`src/rtl/lfsr_rng.sv`:
```
// ----------------------------------------------------------------------------
// lfsr_rng
//   Maximal-length Fibonacci LFSR (XNOR feedback) with a bounded-value port.
//   The LFSR free-runs while 'run' is high and also steps whenever a request
//   is accepted or a draw is in progress. A request returns a uniform value in
//   [0, limit) by masking the state to the smallest 2^k-1 covering limit-1 and
//   rejecting out-of-range candidates. After MAX_TRIES rejections it folds the
//   last candidate into range and flags err.
//
// Ports
//   clk        rising-edge clock
//   reset      asynchronous active-low reset
//   run        free-run enable (step every cycle)
//   seed_load  load 'seed' into the state (highest priority, aborts a draw)
//   seed       seed value; all-ones is mapped to zero
//   state      current LFSR state
//   req        request a bounded value (accepted when req & ready)
//   limit      exclusive upper bound, 0 = full range
//   ready      high while idle
//   valid      one-cycle pulse, value/err are good
//   value      bounded result, held until the next valid
//   err        fallback path was used (qualified by valid)
// ----------------------------------------------------------------------------
module lfsr_rng #(
  parameter int               WIDTH     = 6,
  parameter logic [WIDTH-1:0] SEED      = '0,
  parameter int               MAX_TRIES = 8
) (
  input  logic             clk,
  input  logic             reset,
  input  logic             run,
  input  logic             seed_load,
  input  logic [WIDTH-1:0] seed,
  output logic [WIDTH-1:0] state,
  input  logic             req,
  input  logic [WIDTH-1:0] limit,
  output logic             ready,
  output logic             valid,
  output logic [WIDTH-1:0] value,
  output logic             err
);

  // --------------------------------------------------------------------------
  // Elaboration-time parameter checks
  // --------------------------------------------------------------------------
  if (WIDTH < 3 || WIDTH > 16) begin : g_bad_width
    $error("lfsr_rng: WIDTH must be in 3..16");
  end
  if (SEED == {WIDTH{1'b1}}) begin : g_bad_seed
    $error("lfsr_rng: SEED must not be the all-ones lockup state");
  end
  if (MAX_TRIES < 1) begin : g_bad_tries
    $error("lfsr_rng: MAX_TRIES must be at least 1");
  end

  // --------------------------------------------------------------------------
  // Feedback taps, bit n-1 set for tap n of the maximal-length polynomial
  // --------------------------------------------------------------------------
  function automatic logic [15:0] tap_mask(input int w);
    case (w)
      3:       return 16'h0006;
      4:       return 16'h000C;
      5:       return 16'h0014;
      6:       return 16'h0030;
      7:       return 16'h0060;
      8:       return 16'h00B8;
      9:       return 16'h0110;
      10:      return 16'h0240;
      11:      return 16'h0500;
      12:      return 16'h0829;
      13:      return 16'h100D;
      14:      return 16'h2015;
      15:      return 16'h6000;
      16:      return 16'hD008;
      default: return 16'h0000;
    endcase
  endfunction

  localparam logic [15:0]      TAPS_ALL = tap_mask(WIDTH);
  localparam logic [WIDTH-1:0] TAPS     = TAPS_ALL[WIDTH-1:0];
  localparam int               TRY_W    = $clog2(MAX_TRIES) + 1;
  localparam logic [TRY_W-1:0] LAST_TRY = TRY_W'(MAX_TRIES - 1);

  // Smallest 2^k-1 >= lim-1. lim=0 wraps to all-ones, lim=1 gives 0.
  function automatic logic [WIDTH-1:0] mask_of(input logic [WIDTH-1:0] lim);
    logic [WIDTH-1:0] m;
    m = lim - 1'b1;
    for (int i = 1; i < WIDTH; i++) begin
      m = m | (m >> i);
    end
    return m;
  endfunction

  typedef enum logic {
    IDLE = 1'b0,
    DRAW = 1'b1
  } fsm_t;

  fsm_t             fsm;
  logic [WIDTH-1:0] limit_q;
  logic [WIDTH-1:0] mask_q;
  logic [TRY_W-1:0] tries;

  logic             fb;
  logic             step;
  logic [WIDTH-1:0] cand;
  logic             hit;

  // Reduction XNOR over the tapped bits: with XNOR feedback the all-zero
  // state is legal and all-ones is the lockup state.
  assign fb    = ~^(state & TAPS);
  assign ready = (fsm == IDLE);
  assign step  = run | (fsm == DRAW) | (req & ready);
  assign cand  = state & mask_q;
  assign hit   = (limit_q == '0) || (cand < limit_q);

  // --------------------------------------------------------------------------
  // LFSR state
  // --------------------------------------------------------------------------
  // NOTE: sequential state uses non-blocking assignments only, so every
  // register samples pre-edge values regardless of block ordering.
  always_ff @(posedge clk or negedge reset) begin
    if (!reset) begin
      state <= SEED;
    end else if (seed_load) begin
      state <= (seed == {WIDTH{1'b1}}) ? '0 : seed;
    end else if (step) begin
      state <= {state[WIDTH-2:0], fb};
    end
  end

  // --------------------------------------------------------------------------
  // Request FSM with registered result
  // --------------------------------------------------------------------------
  always_ff @(posedge clk or negedge reset) begin
    if (!reset) begin
      fsm     <= IDLE;
      limit_q <= '0;
      mask_q  <= '0;
      tries   <= '0;
      valid   <= 1'b0;
      value   <= '0;
      err     <= 1'b0;
    end else begin
      // NOTE: valid defaults low every cycle so it can only ever be a
      // single-cycle pulse; branches below raise it when a result lands.
      valid <= 1'b0;
      if (seed_load) begin
        // Reseeding abandons any draw; a coincident req is dropped.
        fsm <= IDLE;
      end else begin
        case (fsm)
          IDLE: begin
            if (req) begin
              limit_q <= limit;
              mask_q  <= mask_of(limit);
              tries   <= '0;
              fsm     <= DRAW;
            end
          end
          DRAW: begin
            if (hit) begin
              value <= cand;
              err   <= 1'b0;
              valid <= 1'b1;
              fsm   <= IDLE;
            end else if (tries == LAST_TRY) begin
              // cand < 2*limit_q here, so one subtraction lands in range.
              value <= cand - limit_q;
              err   <= 1'b1;
              valid <= 1'b1;
              fsm   <= IDLE;
            end else begin
              tries <= tries + 1'b1;
            end
          end
          default: fsm <= IDLE;
        endcase
      end
    end
  end

endmodule

```
`config.mk`:
```
export PLATFORM = sky130hd
export DESIGN_NAME = lfsr_rng
export DESIGN_NICKNAME = d
export VERILOG_FILES = /design/src/rtl/lfsr_rng.sv
export SDC_FILE = /design/constraint.sdc
export NUM_CORES = 1
export LEC_CHECK = 0
export BUFFER_PORTS_ARGS = -buffer_cell sky130_fd_sc_hd__buf_2
export CAP_MARGIN = 0
export CORE_ASPECT_RATIO = 0.5
export CORE_UTILIZATION = 55
export DETAILED_ROUTE_END_ITERATION = 10
export MAX_ROUTING_LAYER = met4
export PLACE_DENSITY = 0.9
export REMOVE_ABC_BUFFERS = 1
export SLEW_MARGIN = 0
export SYNTH_ARGS = -nofsm -noshare
export SYNTH_HDL_FRONTEND = slang
export SYNTH_SLANG_ARGS = --single-unit
```
`constraint.sdc`:
```
create_clock -name clk -period 4 [get_ports clk]
set_input_delay 0.6 -clock clk [delete_from_list [all_inputs] [get_ports clk]]
set_output_delay 0.6 -clock clk [all_outputs]
set_load 0.05 [all_outputs]
```
==> results.tsv <==
stage	metric	value	unit
yosys	ys_ff_latch	31	
cts	cts_setup_buffers	0	
sta	hold_violations	0	
yosys	synth_most_common_cell	dfrtp_1	
power	power_frac_clock	19.8	%
yosys	synth_compound_area_share	14.9	%
yosys	yosys-top-cells-count	dfrtp_1 (31), inv_1 (18), nand2_1 (18), nor2_1 (15), o21ai_0 (13)	
sta	setup_slack	1.35	ns
critical_path	endpoint_kind	flip-flop	
grt	first_global_vias	1386	
critical_path	cp_max_fo	4	
sta	rsz0062_at_grt	false	
detailed_routing	num_vias	1485	
cells_and_area	syn2layout_area_growth	14.9	%
sta	period_minus_slack	2.65	ns
sta	tightest_slew	0.661	ns
yosys	synthCells	190	
die	ios	32	
yosys	synthSimpleGateAreaFrac	17.3	%
cts	clockRootBuffer	clkbuf_8	
sta	finalMaxSlewViolations	0	
die	die_h	42.9	um
power	internal-power	0.000723	W
cts	h-tree-depth	2	
yosys	yosys_most_used_dff	dfrtp_1	
critical_path	worstSetupStartpointType	flip-flop	
sta	min_period_over_period	66.2	%
grt	grt_usage	24.5	%
flow_run	cap_viol_max_count	0	
critical_path	cp_data_required_time	4.17	ns
cts	hold_buffers	0	
critical_path	cp-startpoint	state[0]	
power	power_frac_comb	45.3	%
yosys	synthXorXnorAreaFrac	3.33	%
critical_path	crit_arrival	2.82	ns
detailed_routing	via_per_inst	5.60	
run_status	violations	design-rule violations	
sta	setup_violations	0	
yosys	yosysWarningCount	0	
yosys	synth.top_cell.area_share	42.1	%
yosys	synthAdderAreaFrac	7.20	%
yosys	synth_top_family_by_area	simple AND/OR/NAND/NOR gates	
grt	gr-total-overflow	0	
cts	cts_buffers	5	
yosys	synth_area_leaders	dfrtp_1 (42%), ha_1 (6.1%), mux2i_1 (4.3%), mux2_4 (4.1%), inv_1 (3.7%)	
power	pwr-share-seq	34.9	%
cells_and_area	drive_gt1_share	23.1	%
detailed_routing	antenna_left	0	
grt	grt_pass1_wl	6290	um
die	die_w	83.9	um
cts	clk_latency	0.28	ns
sta	tns	0	ns
grt	grt_max_degree	32	
critical_path	path_class	flip-flop to flip-flop	
critical_path	cp_cell_sequence	nand2_1, ha_1, fa_1, nand2b_1, a211o_1, a21oi_1, mux2_4, mux2_4	
power	leakagePower	0.992	nW
critical_path	crit_buf_inv	0	
critical_path	reg2reg_from	state[0]	
die	core	3100	um2
die	dieArea	3600	um2
yosys	syn_avg_cell_area	9.70	um2
die	initial_core_util	59.4	%
power	peakVddDrop	0.261	mV
cells_and_area	diodes	0	
run_status	status	complete, but fails checks	
critical_path	critPathTopFamily	compound AO/OA/AOI/OAI gates	
critical_path	crit_top_cell	mux2_4	
yosys	muxShareOfSynthArea	9.64	%
power	total_power	0.00124	W
detailed_routing	drt_pass1_iterations	7	
yosys	synth_enable_flop_cells	0	
hold_path	hold_class	input port to asynchronous set/reset pin	
yosys	ys_seq_area_share	42.1	%
grt	antenna_found_initial	0	
cells_and_area	finalInstanceArea	2120	um2
cts	clk_path_buf_depth	2	
placed_design	place_ws	1.35	ns
sta	finClkSkew	0.00827	ns
sta	hold_slack	0.348	ns
cells_and_area	nets	252	
sta	slew_headroom	55.9	%
power	power.switching	0.000518	W
cts	clk_pin_slew	0.07	ns
placed_design	gp_congestion	0.861	
placed_design	io_buffer_count	31	
detailed_routing	drt_iter0_drc	77	
detailed_routing	drt-total-wl	3830	um
power	sw_frac_of_total	41.8	%
cts	tritoncts	yes	
critical_path	cpMaxStageDelayCell	a21oi_1	
sta	max_freq	0.377	GHz
yosys	synth_top_area_cell	dfrtp_1	
placed_design	place_area	2030	um2
detailed_routing	drt-wirelength-per-cell	14.4	um
yosys	synth_area	1840	um2
yosys	async_reset_ff_share	100	%
power	p_per_area	586	nW/um2
cts	cts_num_sinks	31	
die	rows	14	
detailed_routing	drc	4	
placed_design	dp_hpwl	3020	um
yosys	ys_types	44	
cts	cts_resized	0	
critical_path	cpPeakStageDelay	0.44	ns
-- cell families (layout without fill, tap and decap cells) --
group / count (synthesis) / after routing
buf+inv: 23 / 58
mux: 15 / 15
compound gates: 42 / 42
fa+ha+maj: 10 / 10
xor+xnor: 7 / 7
flops: 31 / 31
simple gates: 62 / 62
-- layout by cell type, fill, tap and decap left out, types with 5 or more instances in the layout --
| master | synthesis | routed |
|---|---|---|
| buf_2 | 0 | 31 |
| clkbuf_8 | 0 | 6 |
| a31oi_1 | 5 | 5 |
| ha_1 | 9 | 9 |
| nor2_1 | 15 | 15 |
| a21oi_1 | 7 | 7 |
| nor2b_1 | 6 | 6 |
| mux2_4 | 5 | 5 |
| o21ai_0 | 13 | 13 |
| dfrtp_1 | 31 | 31 |
| nand2_1 | 18 | 18 |
| mux2i_1 | 8 | 8 |
| inv_1 | 18 | 18 |
-- state kept, by name (all words and copies together) (netlist names) --
register	cells
fsm	1
state	6
limit_q	6
err	1
valid	1
tries	4
mask_q	6
value	6
-- layer usage --
metal  vias to the layer above  share of wire (%)  GRT usage, %  wire, um
met2                        52                 44          37.5      1670
li1                        730                  -             -         -
met4                         0                1.0          7.24        39
met3                         5                7.9          8.17       302
met1                       698                 47          31.4      1810
met5                         -                  0             -         0
-- path summary, 6_finish.rpt --
check / to / slack [ns] / cells after the start
min in group clk: value[3] / 0.51 / 2
setup / recovery: value[4] / 1.35 / 8
hold reg to reg: value[3] / 0.51 / 2
setup reg to reg: value[4] / 1.35 / 8
max in group asynchronous: value[3] / 3.22 / 1
hold / removal: state[4] / 0.35 / 1
-- per-stage QoR --
stage / utilization, % / instances
2_1_floorplan: - / 185
3_3_place_gp: 65.5 / 258
3_5_place_dp: 65.5 / 258
4_1_cts: 68.3 / 265
5_1_grt: 68.3 / 265
6_report: 68.3 / 265
-- power groups by stage --
stage / clock (W) / sequential (W) / combinational, W
6_report: 0.000245 / 0.000434 / 0.000562
3_5_place_dp: 0 / 0.000439 / 0.000561
3_3_place_gp: 0 / 0.000435 / 0.000550
5_1_grt: 0.000261 / 0.000443 / 0.000609
4_1_cts: 0.000249 / 0.000434 / 0.000563
2_1_floorplan: 0 / 0.000582 / 0.000284
-- cell type report --
type | count | area (um2)
repair buffers | 33 | 170
fillers | 248 | 983
multi-input cells | 136 | 966
inverters | 18 | 67.6
flip-flops and latches | 31 | 776
clock buffers | 6 | 82.6
clock inverters | 1 | 5.00
well taps | 40 | 50.0
Power figures use the tool's default switching activity.
